**config.mk**
```make
export PLATFORM = sky130hd
export DESIGN_NAME = hazard_ctrl
export DESIGN_NICKNAME = d
export VERILOG_FILES = /design/src/rtl/hazard_ctrl.sv
export SDC_FILE = /design/constraint.sdc
export NUM_CORES = 1
export LEC_CHECK = 0
export ABC_CLOCK_PERIOD_IN_PS = 5320
export CORE_ASPECT_RATIO = 1.75
export CORE_MARGIN = 2
export CORE_UTILIZATION = 40
export DETAILED_ROUTE_END_ITERATION = 8
export GPL_ROUTABILITY_DRIVEN = 0
export PLACE_DENSITY = 0.8
export SYNTH_ARGS = -nofsm -noshare
export SYNTH_HDL_FRONTEND = slang
export SYNTH_SLANG_ARGS = --single-unit
```
**constraint.sdc**
```tcl
create_clock -name clk -period 5.32 [get_ports clk]
set_clock_uncertainty 0.05 [all_clocks]
set_input_delay 1.064 -clock clk [delete_from_list [all_inputs] [get_ports clk]]
set_output_delay 1.064 -clock clk [all_outputs]
set_load 0.1 [all_outputs]
```
**src/rtl/hazard_ctrl.sv**
```systemverilog
// Hazard controller for the 5-stage RV32I pipeline: stall/flush sequencing, operand forwarding, memory watchdog.
// Optional performance counters are built only when HAZARD_PERF_CNT_EN is defined.
module hazard_ctrl #(
  parameter int REG_AW   = 5,
  parameter int WAIT_MAX = 255,
  parameter int CNT_W    = 32
) (
  input  logic              clk,
  input  logic              rst_n,
  input  logic [REG_AW-1:0] rs1_D,
  input  logic [REG_AW-1:0] rs2_D,
  input  logic              use_rs1_D,
  input  logic              use_rs2_D,
  input  logic [REG_AW-1:0] rs1_E,
  input  logic [REG_AW-1:0] rs2_E,
  input  logic [REG_AW-1:0] rd_E,
  input  logic              load_E,
  input  logic              PCSrc_E,
  input  logic              RegWrite_M,
  input  logic              RegWrite_W,
  input  logic [REG_AW-1:0] rd_M,
  input  logic [REG_AW-1:0] rd_W,
  input  logic              dmem_req_M,
  input  logic              dmem_ready,
  output logic              StallF,
  output logic              StallD,
  output logic              StallE,
  output logic              StallM,
  output logic              FlushD,
  output logic              FlushE,
  output logic              FlushW,
  output logic [1:0]        ForwardAE,
  output logic [1:0]        ForwardBE,
`ifdef HAZARD_PERF_CNT_EN
  output logic [CNT_W-1:0]  stall_cnt,
  output logic [CNT_W-1:0]  flush_cnt,
  output logic [CNT_W-1:0]  memwait_cnt,
`endif
  output logic              fault
);

  localparam int WCW = (WAIT_MAX < 2) ? 1 : $clog2(WAIT_MAX + 1);

  typedef enum logic [1:0] {RUN, LU_STALL, MEM_WAIT, FAULT} state_t;

  state_t         state_reg;
  logic [WCW-1:0] wait_cnt_reg;
  logic           fault_reg;

  logic mem_wait;
  logic lu_haz;
  logic stall_all, lu_stall, br_flush;

  // Forwarding for both E operands; M result has priority over W.
  logic [REG_AW-1:0] rs_e [2];
  logic [1:0]        fwd  [2];
  assign rs_e[0] = rs1_E;
  assign rs_e[1] = rs2_E;

  genvar gi;
  generate
    for (gi = 0; gi < 2; gi++) begin : g_fwd
      always_comb begin
        fwd[gi] = 2'b00;
        if (RegWrite_M && rd_M != '0 && rd_M == rs_e[gi])
          fwd[gi] = 2'b10;
        else if (RegWrite_W && rd_W != '0 && rd_W == rs_e[gi])
          fwd[gi] = 2'b01;
      end
    end
  endgenerate

  assign ForwardAE = fwd[0];
  assign ForwardBE = fwd[1];

  assign mem_wait = dmem_req_M & ~dmem_ready;
  assign lu_haz   = load_E & (rd_E != '0) &
                    ((use_rs1_D & (rs1_D == rd_E)) | (use_rs2_D & (rs2_D == rd_E)));

  // RUN, LU_STALL and MEM_WAIT share one priority decode; only FAULT overrides it.
  always_comb begin
    stall_all = 1'b0;
    lu_stall  = 1'b0;
    br_flush  = 1'b0;
    if (state_reg == FAULT || mem_wait)
      stall_all = 1'b1;
    else if (PCSrc_E)
      br_flush = 1'b1;
    else if (lu_haz)
      lu_stall = 1'b1;
  end

  // Gating with rst_n drives every control low the moment reset asserts.
  assign StallF = (stall_all | lu_stall) & rst_n;
  assign StallD = (stall_all | lu_stall) & rst_n;
  assign StallE = stall_all & rst_n;
  assign StallM = stall_all & rst_n;
  assign FlushD = br_flush & rst_n;
  assign FlushE = (br_flush | lu_stall) & rst_n;
  assign FlushW = stall_all & rst_n;
  assign fault  = fault_reg;

  always_ff @(posedge clk or negedge rst_n) begin
    if (!rst_n) begin
      state_reg    <= RUN;
      wait_cnt_reg <= '0;
      fault_reg    <= 1'b0;
    end else begin
      case (state_reg)
        FAULT: state_reg <= FAULT;
        MEM_WAIT: begin
          if (mem_wait) begin
            if (wait_cnt_reg == WCW'(WAIT_MAX)) begin
              state_reg <= FAULT;
              fault_reg <= 1'b1;
            end else begin
              wait_cnt_reg <= wait_cnt_reg + 1'b1;
            end
          end else begin
            wait_cnt_reg <= '0;
            state_reg    <= lu_stall ? LU_STALL : RUN;
          end
        end
        default: begin
          if (mem_wait) begin
            state_reg    <= MEM_WAIT;
            wait_cnt_reg <= WCW'(1);
          end else begin
            state_reg <= lu_stall ? LU_STALL : RUN;
          end
        end
      endcase
    end
  end

`ifdef HAZARD_PERF_CNT_EN
  logic [CNT_W-1:0] stall_cnt_reg, flush_cnt_reg, memwait_cnt_reg;

  always_ff @(posedge clk or negedge rst_n) begin
    if (!rst_n) begin
      stall_cnt_reg   <= '0;
      flush_cnt_reg   <= '0;
      memwait_cnt_reg <= '0;
    end else begin
      if (lu_stall && stall_cnt_reg != '1)
        stall_cnt_reg <= stall_cnt_reg + 1'b1;
      if (br_flush && flush_cnt_reg != '1)
        flush_cnt_reg <= flush_cnt_reg + 1'b1;
      if (stall_all && memwait_cnt_reg != '1)
        memwait_cnt_reg <= memwait_cnt_reg + 1'b1;
    end
  end

  assign stall_cnt   = stall_cnt_reg;
  assign flush_cnt   = flush_cnt_reg;
  assign memwait_cnt = memwait_cnt_reg;
`endif

endmodule

```
* Yosys cells after proc, flatten, opt, wreduce, memory -nomap -nowiden *
Index checks and enable logic that the tools add are counted.

word-level totals
  bits in registers = 11
  input bits = 45
  logic and storage cells = 61

cells by class
  add/subtract/negate cells = 1
  equal/unequal tests = 11
  mux-type cells = 19
  bitwise operators = 14
  reductions and logical operators = 13

operators with widths
  cell                                                            count
  5-bit equality test                                             6
  8-bit 2-to-1 mux                                                3
  8-bit one-hot mux with 2 select lines                           1
  5-bit nonzero test                                              3
  2-bit 2-to-1 mux                                                5
  1-bit AND                                                       9
  1-bit 2-to-1 mux                                                9
  8-bit by 1-bit adder with 8-bit output (second input constant)  1
  8-bit equality test (second input constant)                     1
  1-bit logical AND                                               6
  3-bit != test (second input constant)                           2
  3-bit AND reduction                                             2
  2-bit equality test (second input constant)                     2
  2-bit one-hot mux with 2 select lines                           1
  1-bit OR                                                        3
  1-bit inverter                                                  2
  2-bit nonzero test                                              1
  1-bit logical OR                                                1

* Logic depth before layout (Yosys ltp) *
  depth in word-level cells = 10
  mapped depth = 7
  depth with buffers taken out = 5

* Worst setup path after synthesis *
Ideal clock, no wire load.

  kind = input -> output
  start = input port rd_M[4]
  end = output port ForwardAE[0]
  arrival time = 5.499 ns
  setup slack = -1.293 ns
  stages = 4
  buffers on the path = 0
  cell sequence = xnor2_1 > nand3_1 > nor4_1 > nor4_2

between the ends
  cells in the longest elaborated chain, start to end = 4

ends and longest elaborated chain
  item                   RTL line  text
  from (decl)            21        input logic [REG_AW-1:0] rd_M,
  5-bit nonzero test     65        if (RegWrite_M && rd_M != '0 && rd_M == rs_e[gi])
  1-bit logical AND      65
  1-bit logical AND (*)  65
  2-bit 2-to-1 mux (*)   65
  to (decl)              32        output logic [1:0] ForwardAE,

Mark *: on every way between the ends. The rest lies on a longest branch, timed or not.

* Worst setup path in the final report *
  start = input port rd_M[4]
  end = output port ForwardBE[0]

between the ends
  cells in the longest elaborated chain, start to end = 4

ends and longest elaborated chain
  item                   RTL line  text
  5-bit nonzero test     65
  1-bit logical AND      65
  1-bit logical AND (*)  65
  2-bit 2-to-1 mux (*)   65
  to (decl)              33        output logic [1:0] ForwardBE,

Marked as above.

==> metrics.yaml <==
status: "finished, final reports clean"
swShare: 0.335
cts-root-buf: "clkbuf_8"
post-cts-setup-buffer-count: 0
min_period_ns: 4.06
drv_cap: 0
yosysTopAreaCellShare: 0.244
p_leak_nw: 0.705
highest_layer: "met4"
worstHoldPathType: "flop to flop"
cts_buffer_depth: 2
antenna_found_initial: 0
startpoint_type: "input port"
dr_wl_met2_um: 1890
antenna_cells: 0
synth_top_family_by_area: "simple AND/OR/NAND/NOR gates"
io_buffers: 56
crit_type: "input port to output pin"
start_util: 0.419
place_ws_ns: 1.26
ios: 57
synthFlopType: "dfrtp_1"
setup_viol: 0
grt_pass1_vias: 1300
synth_fp_nets: 183
vias_per_cell: 5.95
ctsResizeCount: 0
synth_compound_area_frac: 0.214
placed_cell_area_sq_mm: 0.00167
cts.reportedPaths.clkPinSlew_ns: 0.05
tightestPinTransition_ns: 0.991
routed_wl_um: 3330
netlist_instances: 137
largest_reg_flops: 8
final_area_sq_mm: 0.00171
pwr-share-seq: 0.321
synth-edff-count: 0
end_kind: "output pin"
cp_num_buf_inv: 2
fp.dieH_um: 74.2
synthArstFlopShare: 1.00
powerDensity_mw_per_mm2: 168
syn_area_sq_mm: 0.00113
path_max_fanout: 3
synthAdderAreaFrac: 0.0111
nNetsFinal: 236
crit_family: "simple AND/OR/NAND/NOR gates"
synth-simple-area-share: 0.238
drtPass1Iterations: 4
die_x_um: 44.1
area_delta_synth_final_pct: 51.9
cts_made_buffers: 3
core_sq_mm: 0.00269
cts_tree: "yes"
drive_gt1_frac: 0.101
clkPwrFrac: 0.297
min_period_over_period: 0.763
slew_headroom: 0.338
drc: 0
dieArea_sq_mm: 0.00328
yosysSeqAreaShare: 0.244
drv_slew: 0
grt_pass1_wl_um: 5490
grt_max_degree: 15
first_iter_violations: 36
num-fill-cells: 236
dr_wl_met3_um: 213
setup_ws_ns: 1.26
ant_nets: 0
worstPathRequired_ns: 4.21
crit_slowest_cell: "or4_1"
finalHoldViolCount: 0
ys_warn_count: 0
wl_per_cell_um: 15.4
cts_hold_buf: 0
cpPeakStageDelay_ns: 0.57
dp_hpwl_um: 2770
synth_cell_type_count: 41
syn_avg_cell_area_sq_um: 8.23
m1WireLength_um: 1130
synth_area_leaders: "dfrtp_1 (24%), xor2_1 (17%), xnor2_1 (6.2%)"
grtUsageTotal: 0.224
p_comb_frac: 0.382
synthMuxAreaShare: 0
arrival_ns: 2.95
synthXorXnorAreaFrac: 0.233
std_cell_rows: 25
p_int_mw: 0.191
synth_top_area_cell: "dfrtp_1"
cts_sinks: 11
grt_overflow: 0
maxClockFrequency_ghz: 0.246
cp_cell_sequence: "clkdlybuf4s50_1 -> or4_1 -> o21ai_2 -> nor4_1 -> nor4_2 -> buf_4"
rsz0062_at_grt: "false"
insertion_delay_ns: 0.24
htree_levels: 1
ys_ff_latch: 11
ir_drop_uv: 120
power.switching_mw: 0.0961
vias: 1286
finalPower_mw: 0.287
cell usage in the layout (no fill, tap or decap), types with 3 or more instances in the layout:
| cell type | instances |
|---|---|
| nand2_1 | 7 |
| or4_1 | 5 |
| and3_1 | 4 |
| a21oi_1 | 6 |
| nand3_1 | 8 |
| nand4_1 | 3 |
| nor4_1 | 4 |
| inv_1 | 7 |
| o21ai_0 | 8 |
| nor2_1 | 4 |
| dfrtp_1 | 11 |
| xnor2_1 | 8 |
| clkdlybuf4s50_1 | 45 |
| xor2_1 | 22 |
| clkbuf_8 | 3 |
| buf_4 | 11 |
final cells by class:
cell class	count	area (sq um)	area share
Clock buffer	4	45.0	0.0263
Inverter	7	26.3	0.0153
Multi-Input combinational cell	111	800	0.467
Sequential cell	11	275	0.161
Tap cell	27	33.8	0.0197
Timing Repair Buffer	56	533	0.311
synth_stat cells (3+ instances only):
cell and n:
nand3_1 8, xnor2_1 8, o41ai_1 3, nand4_1 3, nand2_1 7, or4_1 5, nor2_1 4, xor2_1 22
clkbuf_1 4, nor4_1 4, inv_1 7, dfrtp_1 11, buf_4 3, o21ai_0 8, a21oi_1 6, and3_1 4
power by group through the flow:
stage	Combinational (mW)	Sequential, mW	Clock (mW)
2_1_floorplan	0.0588	0.0912	0
3_3_place_gp	0.107	0.0930	0
3_5_place_dp	0.110	0.0931	0
4_1_cts	0.110	0.0918	0.0878
5_1_grt	0.117	0.0928	0.0907
6_report	0.110	0.0922	0.0852
stage by stage:
stage	instances	setup TNS (ns)	hold slack, ns	util
after floorplan	137	-2.80	0.422	-
after global placement	212	0	0.416	0.620
after detailed placement	212	0	0.415	0.620
after CTS	216	0	0.439	0.637
after global routing	216	0	0.474	0.637
final	216	0	0.434	0.637
kinds of logic (layout without fill, tap and decap cells):
logic type                 after synthesis  count (layout)
adders and majority gates                1               1
and+or+nand+nor                         45              45
buffers and inverters                   15              67
xor gates and xnor gates                30              30
DFF                                     11              11
AOI/OAI and AO/OA                       35              35
layer usage:
layer	vias up	track usage
met5	-	0
met1	593	0.235
met2	69	0.410
met3	10	0.0291
li1	614	-
met4	0	0.135
worst reg2reg max path, delay by kind of cell, from the launching register on:
family / cells / cell delay [ns]
AO/OA/AOI/OAI: 3 / 0.50
adder cells (fa/ha/maj): 1 / 0.26
flip-flops: 1 / 0.43
AND/OR/NAND/NOR: 1 / 0.24
path summary, 6_finish.rpt:
path                       slack [ns]  cells after the start                        start                           to
setup / recovery                 1.26                      6                      rd_M[4]                 ForwardBE[0]
hold / removal                   0.43                      1            fault$_DFFE_PN0P_            fault$_DFFE_PN0P_
setup reg to reg                 3.72                      5  wait_cnt_reg[0]$_DFFE_PN0P_  wait_cnt_reg[6]$_DFFE_PN0P_
hold reg to reg                  0.43                      1            fault$_DFFE_PN0P_            fault$_DFFE_PN0P_
max in group asynchronous        3.67                      1                        rst_n  wait_cnt_reg[6]$_DFFE_PN0P_
min in group asynchronous        1.15                      1                        rst_n     state_reg[1]$_DFFE_PN0P_
No activity file was read; power rests on OpenSTA's default activity.
